**src/rtl/multicycle_control_fsm_if.sv**
```systemverilog
// Unified memory port between the multi-cycle controller and the memory.
// The controller drives the request side; the memory answers with mem_ready.
//   mem_req       request an access this cycle
//   mem_we        1=store, 0=read; meaningful only while mem_req=1
//   mem_addr_sel  address source: 0=PC, 1=alu_out register
//   mem_ready     memory completes the access on this cycle's rising edge
interface multicycle_control_fsm_if;
  logic mem_req;
  logic mem_we;
  logic mem_addr_sel;
  logic mem_ready;

  modport master (
    output mem_req,
    output mem_we,
    output mem_addr_sel,
    input  mem_ready
  );

  modport slave (
    input  mem_req,
    input  mem_we,
    input  mem_addr_sel,
    output mem_ready
  );
endinterface

```
**src/rtl/multicycle_control_fsm.sv**
```systemverilog
// Main controller of the multi-cycle RV32I core. One instruction at a time is
// walked through FETCH, DECODE and a short opcode-specific tail that shares a
// single ALU and a single memory port.
// Ports:
//   clk, rst_n        rising-edge clock, asynchronous active-low reset
//   opcode            IR[6:0], stable from DECODE until the return to FETCH
//   branch_taken      branch comparator result, used in BRANCH
//   bus               memory port (master side: mem_req/mem_we/mem_addr_sel out, mem_ready in)
//   ir_write          load IR from memory read data
//   pc_write, pc_src  PC update strobe / source (00 PC+4, 01 alu_out, 10 live ALU & ~1)
//   reg_write, wb_sel register-file write strobe / source (00 alu_out, 01 MDR, 10 PC+4)
//   alu_op            ALU control (00 funct3 I-type, 10 R-type, 01 SUB, 11 ADD)
//   alu_src_a/_b      ALU operand selects (a: 00 rs1, 01 PC, 10 zero; b: 00 rs2, 01 imm, 10 4)
//   instret           one-cycle pulse when an instruction retires
//   illegal_instr     sticky, unknown opcode seen in DECODE
//   bus_error         sticky, memory did not answer within MEM_TIMEOUT wait cycles
//   state_o           current state for debug
module multicycle_control_fsm #(
  parameter int unsigned MEM_TIMEOUT = 255
) (
  input  logic                             clk,
  input  logic                             rst_n,
  input  logic [6:0]                       opcode,
  input  logic                             branch_taken,
  multicycle_control_fsm_if.master         bus,
  output logic                             ir_write,
  output logic                             pc_write,
  output logic [1:0]                       pc_src,
  output logic                             reg_write,
  output logic [1:0]                       wb_sel,
  output logic [1:0]                       alu_op,
  output logic [1:0]                       alu_src_a,
  output logic [1:0]                       alu_src_b,
  output logic                             instret,
  output logic                             illegal_instr,
  output logic                             bus_error,
  output logic [3:0]                       state_o
);

  typedef enum logic [3:0] {
    ST_FETCH    = 4'd0,
    ST_DECODE   = 4'd1,
    ST_EXEC_R   = 4'd2,
    ST_EXEC_I   = 4'd3,
    ST_EXEC_U   = 4'd4,
    ST_ALU_WB   = 4'd5,
    ST_MEM_ADDR = 4'd6,
    ST_MEM_ACC  = 4'd7,
    ST_LOAD_WB  = 4'd8,
    ST_BRANCH   = 4'd9,
    ST_JAL      = 4'd10,
    ST_JALR     = 4'd11,
    ST_TRAP     = 4'd15
  } state_t;

  localparam logic [6:0] OP_R      = 7'b0110011;
  localparam logic [6:0] OP_I      = 7'b0010011;
  localparam logic [6:0] OP_LUI    = 7'b0110111;
  localparam logic [6:0] OP_AUIPC  = 7'b0010111;
  localparam logic [6:0] OP_LOAD   = 7'b0000011;
  localparam logic [6:0] OP_STORE  = 7'b0100011;
  localparam logic [6:0] OP_BRANCH = 7'b1100011;
  localparam logic [6:0] OP_JAL    = 7'b1101111;
  localparam logic [6:0] OP_JALR   = 7'b1100111;

  // Counter wide enough to hold MEM_TIMEOUT itself.
  localparam int unsigned        CNT_W   = (MEM_TIMEOUT < 2) ? 1 : $clog2(MEM_TIMEOUT + 1);
  localparam bit                 TO_EN   = (MEM_TIMEOUT != 0);
  localparam logic [CNT_W-1:0]   TO_LAST = CNT_W'(MEM_TIMEOUT - 1);

  state_t           state_r;
  logic [CNT_W-1:0] wait_cnt_r;
  logic             illegal_r;
  logic             bus_err_r;
  logic             timeout_s;

  logic       mem_req_s, mem_we_s, mem_addr_sel_s, ir_write_s, pc_write_s;
  logic       reg_write_s, instret_s;
  logic [1:0] pc_src_s, wb_sel_s, alu_op_s, alu_src_a_s, alu_src_b_s;

  // The wait that would bring the count up to MEM_TIMEOUT is the last one tolerated;
  // a mem_ready in that same cycle is checked first and wins.
  assign timeout_s = TO_EN && (wait_cnt_r == TO_LAST);

  // State register, memory wait counter and sticky error flags.
  always_ff @(posedge clk or negedge rst_n) begin
    if (!rst_n) begin
      state_r    <= ST_FETCH;
      wait_cnt_r <= '0;
      illegal_r  <= 1'b0;
      bus_err_r  <= 1'b0;
    end else begin
      case (state_r)
        ST_FETCH: begin
          if (bus.mem_ready) begin
            state_r    <= ST_DECODE;
            wait_cnt_r <= '0;
          end else begin
            wait_cnt_r <= wait_cnt_r + CNT_W'(1);
            if (timeout_s) begin
              state_r   <= ST_TRAP;
              bus_err_r <= 1'b1;
            end
          end
        end
        ST_DECODE: begin
          case (opcode)
            OP_R:              state_r <= ST_EXEC_R;
            OP_I:              state_r <= ST_EXEC_I;
            OP_LUI, OP_AUIPC:  state_r <= ST_EXEC_U;
            OP_LOAD, OP_STORE: state_r <= ST_MEM_ADDR;
            OP_BRANCH:         state_r <= ST_BRANCH;
            OP_JAL:            state_r <= ST_JAL;
            OP_JALR:           state_r <= ST_JALR;
            default: begin
              state_r   <= ST_TRAP;
              illegal_r <= 1'b1;
            end
          endcase
        end
        ST_EXEC_R, ST_EXEC_I, ST_EXEC_U: state_r <= ST_ALU_WB;
        ST_MEM_ADDR:                     state_r <= ST_MEM_ACC;
        ST_MEM_ACC: begin
          if (bus.mem_ready) begin
            // opcode[5] separates store (1) from load (0)
            state_r    <= opcode[5] ? ST_FETCH : ST_LOAD_WB;
            wait_cnt_r <= '0;
          end else begin
            wait_cnt_r <= wait_cnt_r + CNT_W'(1);
            if (timeout_s) begin
              state_r   <= ST_TRAP;
              bus_err_r <= 1'b1;
            end
          end
        end
        ST_ALU_WB, ST_LOAD_WB, ST_BRANCH, ST_JAL, ST_JALR: state_r <= ST_FETCH;
        ST_TRAP:  state_r <= ST_TRAP;
        // unused encodings are treated as a fault
        default:  state_r <= ST_TRAP;
      endcase
    end
  end

  // Per-state decode of datapath controls and memory request.
  always_comb begin
    mem_req_s      = 1'b0;
    mem_we_s       = 1'b0;
    mem_addr_sel_s = 1'b0;
    ir_write_s     = 1'b0;
    pc_write_s     = 1'b0;
    pc_src_s       = 2'b00;
    reg_write_s    = 1'b0;
    wb_sel_s       = 2'b00;
    alu_op_s       = 2'b00;
    alu_src_a_s    = 2'b00;
    alu_src_b_s    = 2'b00;
    instret_s      = 1'b0;
    case (state_r)
      ST_FETCH: begin
        mem_req_s  = 1'b1;
        ir_write_s = bus.mem_ready;
      end
      ST_DECODE: begin
        // PC+imm precomputed into alu_out for branches and JAL
        alu_src_a_s = 2'b01;
        alu_src_b_s = 2'b01;
        alu_op_s    = 2'b11;
      end
      ST_EXEC_R: alu_op_s = 2'b10;
      ST_EXEC_I: alu_src_b_s = 2'b01;
      ST_EXEC_U: begin
        alu_src_a_s = opcode[5] ? 2'b10 : 2'b01;  // LUI adds to zero, AUIPC to PC
        alu_src_b_s = 2'b01;
        alu_op_s    = 2'b11;
      end
      ST_ALU_WB: begin
        reg_write_s = 1'b1;
        pc_write_s  = 1'b1;
        instret_s   = 1'b1;
      end
      ST_MEM_ADDR: begin
        alu_src_b_s = 2'b01;
        alu_op_s    = 2'b11;
      end
      ST_MEM_ACC: begin
        mem_req_s      = 1'b1;
        mem_addr_sel_s = 1'b1;
        mem_we_s       = opcode[5];
        pc_write_s     = bus.mem_ready & opcode[5];
        instret_s      = bus.mem_ready & opcode[5];
      end
      ST_LOAD_WB: begin
        reg_write_s = 1'b1;
        wb_sel_s    = 2'b01;
        pc_write_s  = 1'b1;
        instret_s   = 1'b1;
      end
      ST_BRANCH: begin
        alu_op_s   = 2'b01;
        pc_write_s = 1'b1;
        pc_src_s   = branch_taken ? 2'b01 : 2'b00;
        instret_s  = 1'b1;
      end
      ST_JAL: begin
        reg_write_s = 1'b1;
        wb_sel_s    = 2'b10;
        pc_write_s  = 1'b1;
        pc_src_s    = 2'b01;
        instret_s   = 1'b1;
      end
      ST_JALR: begin
        // rd gets the old PC+4 on the same edge the PC moves, so rd==rs1 is safe
        alu_src_b_s = 2'b01;
        alu_op_s    = 2'b11;
        reg_write_s = 1'b1;
        wb_sel_s    = 2'b10;
        pc_write_s  = 1'b1;
        pc_src_s    = 2'b10;
        instret_s   = 1'b1;
      end
      default: mem_req_s = 1'b0;  // TRAP and unused encodings: everything idle
    endcase
  end

  // rst_n gates every output so a reset mid-access drops mem_req immediately.
  assign bus.mem_req      = rst_n & mem_req_s;
  assign bus.mem_we       = rst_n & mem_we_s;
  assign bus.mem_addr_sel = rst_n & mem_addr_sel_s;
  assign ir_write         = rst_n & ir_write_s;
  assign pc_write         = rst_n & pc_write_s;
  assign pc_src           = {2{rst_n}} & pc_src_s;
  assign reg_write        = rst_n & reg_write_s;
  assign wb_sel           = {2{rst_n}} & wb_sel_s;
  assign alu_op           = {2{rst_n}} & alu_op_s;
  assign alu_src_a        = {2{rst_n}} & alu_src_a_s;
  assign alu_src_b        = {2{rst_n}} & alu_src_b_s;
  assign instret          = rst_n & instret_s;
  assign illegal_instr    = rst_n & illegal_r;
  assign bus_error        = rst_n & bus_err_r;
  assign state_o          = {4{rst_n}} & state_r;

endmodule

```
**src/flat_wrapper.sv**
```systemverilog
// flat-port wrapper written by rule: the top's interface ports become plain ports
module multicycle_control_fsm_flat 
#(
  parameter int unsigned MEM_TIMEOUT = 255
)
  (clk, rst_n, opcode, branch_taken, ir_write, pc_write, pc_src, reg_write, wb_sel, alu_op, alu_src_a, alu_src_b, instret, illegal_instr, bus_error, state_o, bus_mem_req, bus_mem_we, bus_mem_addr_sel, bus_mem_ready);
  multicycle_control_fsm_if bus_i ();
  input  logic clk;
  input  logic rst_n;
  input  logic [6:0] opcode;
  input  logic branch_taken;
  output logic ir_write;
  output logic pc_write;
  output logic [1:0] pc_src;
  output logic reg_write;
  output logic [1:0] wb_sel;
  output logic [1:0] alu_op;
  output logic [1:0] alu_src_a;
  output logic [1:0] alu_src_b;
  output logic instret;
  output logic illegal_instr;
  output logic bus_error;
  output logic [3:0] state_o;
  output wire logic [$bits(bus_i.mem_req)-1:0] bus_mem_req;
  output wire logic [$bits(bus_i.mem_we)-1:0] bus_mem_we;
  output wire logic [$bits(bus_i.mem_addr_sel)-1:0] bus_mem_addr_sel;
  input wire logic [$bits(bus_i.mem_ready)-1:0] bus_mem_ready;
  assign bus_mem_req = bus_i.mem_req;
  assign bus_mem_we = bus_i.mem_we;
  assign bus_mem_addr_sel = bus_i.mem_addr_sel;
  assign bus_i.mem_ready = bus_mem_ready;
  multicycle_control_fsm #(.MEM_TIMEOUT(MEM_TIMEOUT)) u_core (.clk(clk), .rst_n(rst_n), .opcode(opcode), .branch_taken(branch_taken), .bus(bus_i), .ir_write(ir_write), .pc_write(pc_write), .pc_src(pc_src), .reg_write(reg_write), .wb_sel(wb_sel), .alu_op(alu_op), .alu_src_a(alu_src_a), .alu_src_b(alu_src_b), .instret(instret), .illegal_instr(illegal_instr), .bus_error(bus_error), .state_o(state_o));
endmodule
```
**config.mk**
```make
export PLATFORM = sky130hd
export DESIGN_NAME = multicycle_control_fsm_flat
export DESIGN_NICKNAME = d
export VERILOG_FILES = /design/src/rtl/multicycle_control_fsm_if.sv /design/src/rtl/multicycle_control_fsm.sv /design/src/flat_wrapper.sv
export SDC_FILE = /design/constraint.sdc
export NUM_CORES = 1
export LEC_CHECK = 0
export CAP_MARGIN = 20
export CORE_ASPECT_RATIO = 0.9
export CORE_MARGIN = 2
export CORE_UTILIZATION = 27
export CTS_CLUSTER_DIAMETER = 120
export CTS_CLUSTER_SIZE = 20
export DETAILED_ROUTE_END_ITERATION = 8
export DONT_BUFFER_PORTS = 1
export MAX_ROUTING_LAYER = met4
export PLACE_DENSITY = 0.41
export SLEW_MARGIN = 5
export SYNTH_ARGS = -nofsm -noshare
export SYNTH_HDL_FRONTEND = slang
export SYNTH_SLANG_ARGS = --single-unit
```
**constraint.sdc**
```tcl
create_clock -name clk -period 4.2 [get_ports clk]
set_clock_uncertainty 0.15 [all_clocks]
set_input_delay 0.84 -clock clk [delete_from_list [all_inputs] [get_ports clk]]
set_output_delay 0.84 -clock clk [all_outputs]
set_load 0.05 [all_outputs]
```
==> results_dict.tcl <==
set metrics [dict create \
    hpwl_um 2324 \
    avgSynthCellArea_um2 7.484 \
    drt-vias-per-instance 5.058 \
    vias 1128 \
    synth.cell_area_um2 1190 \
    timing.final.crit_period_ns 3.167 \
    p_leak_nw 0.5403 \
    highest_layer "met3" \
    async_reset_ff_share_pct 100.0 \
    pwr_density_cell_nw_per_um2 734.1 \
    initial_utilization_pct 28.63 \
    yosys_warnings 0 \
    start_kind "register" \
    multiInputGateArea_um2 765.7 \
    ant_nets 0 \
    dr_wl_met3_um 146 \
    clk_path_buf_depth 2 \
    grt_pass1_wl_um 5319 \
    num_rows 22 \
    cp.arrival_ns 2.18 \
    grt_start_max_net_pins 25 \
    synth.top_cell.area_share_pct 29.44 \
    hold_violations 0 \
    synth_top_area_cell "dfrtp_1" \
    irDropWorstVdd_uv 205.3 \
    cp_max_fo 24 \
    setup_viol_count_final 0 \
    area.sequential_um2 350.3 \
    crit_path_end_kind "primary output" \
    synth_top_family_by_area "simple AND/OR/NAND/NOR gates" \
    drtIter0Drc 62 \
    relSlewSlack_pct 39.27 \
    rsz0062_at_grt "false" \
    final_cell_mix "nor2_1, nand2_1, dfrtp_1" \
    worst_slew_pin_slew_ns 0.9076 \
    cts-resized-gates 0 \
    grt.overflow.total 0 \
    synth-seq-cells 14 \
    n_fill_cell 457 \
    instances_no_fill 223 \
    placed_cells 219 \
    wl_met1_um 1685 \
    wirelength_um 3178 \
    yosysSeqAreaShare_pct 29.44 \
    place_congestion 0.7766 \
    h-tree-depth 1 \
    post_cts_buffers 0 \
    cp_data_required_time_ns 3.21 \
    tritoncts "done" \
    io-pin-count 34 \
    port_buffers 0 \
    fmax_mhz 315.8 \
    cts_hold_buf 0 \
    core_region_area_um2 4156 \
    dp_slack_ns 1.304 \
    syn-num-nets 172 \
    synthAdderAreaFrac_pct 2.103 \
    met2_length_um 1347 \
    wl_per_cell_um 14.25 \
    die-area_um2 4955 \
    cts_sinks 14 \
    cts-buffers-inserted 3 \
    hold_class "input port to async pin" \
    synthTopCellsByArea "dfrtp_1, nand2_1, nor2_1" \
    drive_above_1_share_pct 12.88 \
    final_nets 177 \
    first_pass_iters 4 \
    area_growth_pct 14.51 \
    path_class "register to primary output" \
    grt.total_usage_pct 13.91 \
    antenna_found_initial 0 \
    fin_ws_ns 1.033 \
    synth_cell_types 49 \
    muxShareOfSynthArea_pct 0.8412 \
    synth_cells 159 \
    antenna_cells 0 \
    yosys_most_used_dff "dfrtp_1" \
    final_max_slew_viol_count 0 \
    die_h_um 66.98 \
    clkTransAtPathRegs_ns 0.06 \
    yosys.area_share.simple_pct 30.70 \
    finalCritPeriodShare_pct 75.41 \
    fin_util_pct 32.78 \
    first_global_vias 1080 \
    tns_ns 0 \
    synth_edf_count 0 \
    drcViolationCount 0 \
    hold_ws_ns 0.1381 \
    clock_latency_ns 0.24 \
    clockRootBuffer "clkbuf_8" \
    yosys.area_share.xor_xnor_pct 0.7361 \
    die_w_um 73.98 \
    status "complete, no violations" \
    synth_compound_area_share_pct 28.29 \
    drv_cap 0 \
]
==> state kept, by name, summed over array words and instances (netlist names) <==
name               flops
u_core.bus_err_r       1
u_core.wait_cnt_r      8
u_core.state_r         4
u_core.illegal_r       1
==> Yosys cell counts (2+ instances only) <==
library cell / count
a21oi_1: 9
o21a_1: 2
or2_1: 2
nor4_1: 2
dfrtp_1: 14
a31oi_1: 2
nand2b_1: 3
o31ai_1: 4
clkbuf_1: 6
o22a_1: 2
nor3_1: 6
and2_1: 4
nor2b_1: 6
or3_1: 3
a21o_1: 3
nor2_1: 16
nand3_1: 4
buf_4: 2
o21ai_0: 3
o22ai_1: 2
nand2_1: 16
buf_2: 3
nand3b_1: 2
ha_1: 2
inv_1: 6
and4_1: 2
o21ai_1: 11
==> power by group <==
group          internal [W]  leakage [nW]  total (W)  switching [W]
logic              0.000192         0.341   0.000578       0.000385
clock network     0.0000829        0.0288   0.000131      0.0000477
registers          0.000186         0.170   0.000292       0.000106
==> layer usage <==
layer	vias up	GRT usage, %
met3	0	4.236
met5	-	-
met1	526	20.07
met2	20	19.98
li1	582	-
met4	0	0.6818
==> critical path, stage by stage (launching register included) <==
cell	delay (ns)
dfrtp_1	0.81
nand2_1	0.19
inv_1	0.40
nand2_1	0.15
nor3_1	0.16
buf_4	0.22
==> cell type report <==
| cell class | instances | share of cell area, % |
|---|---|---|
| multi-input cells | 126 | 56.20 |
| inverters | 7 | 1.928 |
| well taps | 60 | 5.510 |
| flip-flops and latches | 14 | 25.71 |
| repair buffers | 12 | 6.612 |
| clock buffers | 4 | 4.040 |
==> cell families (layout without fill, tap and decap cells) <==
group,Yosys count,after routing
xor gates and xnor gates,1,1
other,1,1
AOI/OAI and AO/OA,50,50
and+or+nand+nor,71,71
adders and majority gates,2,2
buffers and inverters,19,23
muxes,1,1
DFF,14,14
==> final timing paths <==
check | slack, ns | to | cells past startpoint | start
worst max-delay path | 1.03 | pc_src[1] | 5 | u_core.state_r[3]
worst max register to register | 2.11 | u_core.wait_cnt_r[4] | 3 | u_core.state_r[0]
max in group asynchronous | 3.69 | u_core.wait_cnt_r[1] | 0 | rst_n
worst min-delay path | 0.14 | u_core.wait_cnt_r[5] | 0 | rst_n
min in group clk | 0.30 | u_core.bus_err_r | 1 | u_core.bus_err_r
worst min register to register | 0.30 | u_core.bus_err_r | 1 | u_core.bus_err_r
==> metrics by stage <==
stage | total power (W) | instance area [um2]
2_1_floorplan | 0.0007593 | 1190
3_3_place_gp | 0.0008749 | 1308
3_5_place_dp | 0.0008695 | 1308
4_1_cts | 0.001005 | 1363
5_1_grt | 0.001076 | 1363
6_report | 0.001000 | 1363
No activity file was read; power rests on OpenSTA's default activity.
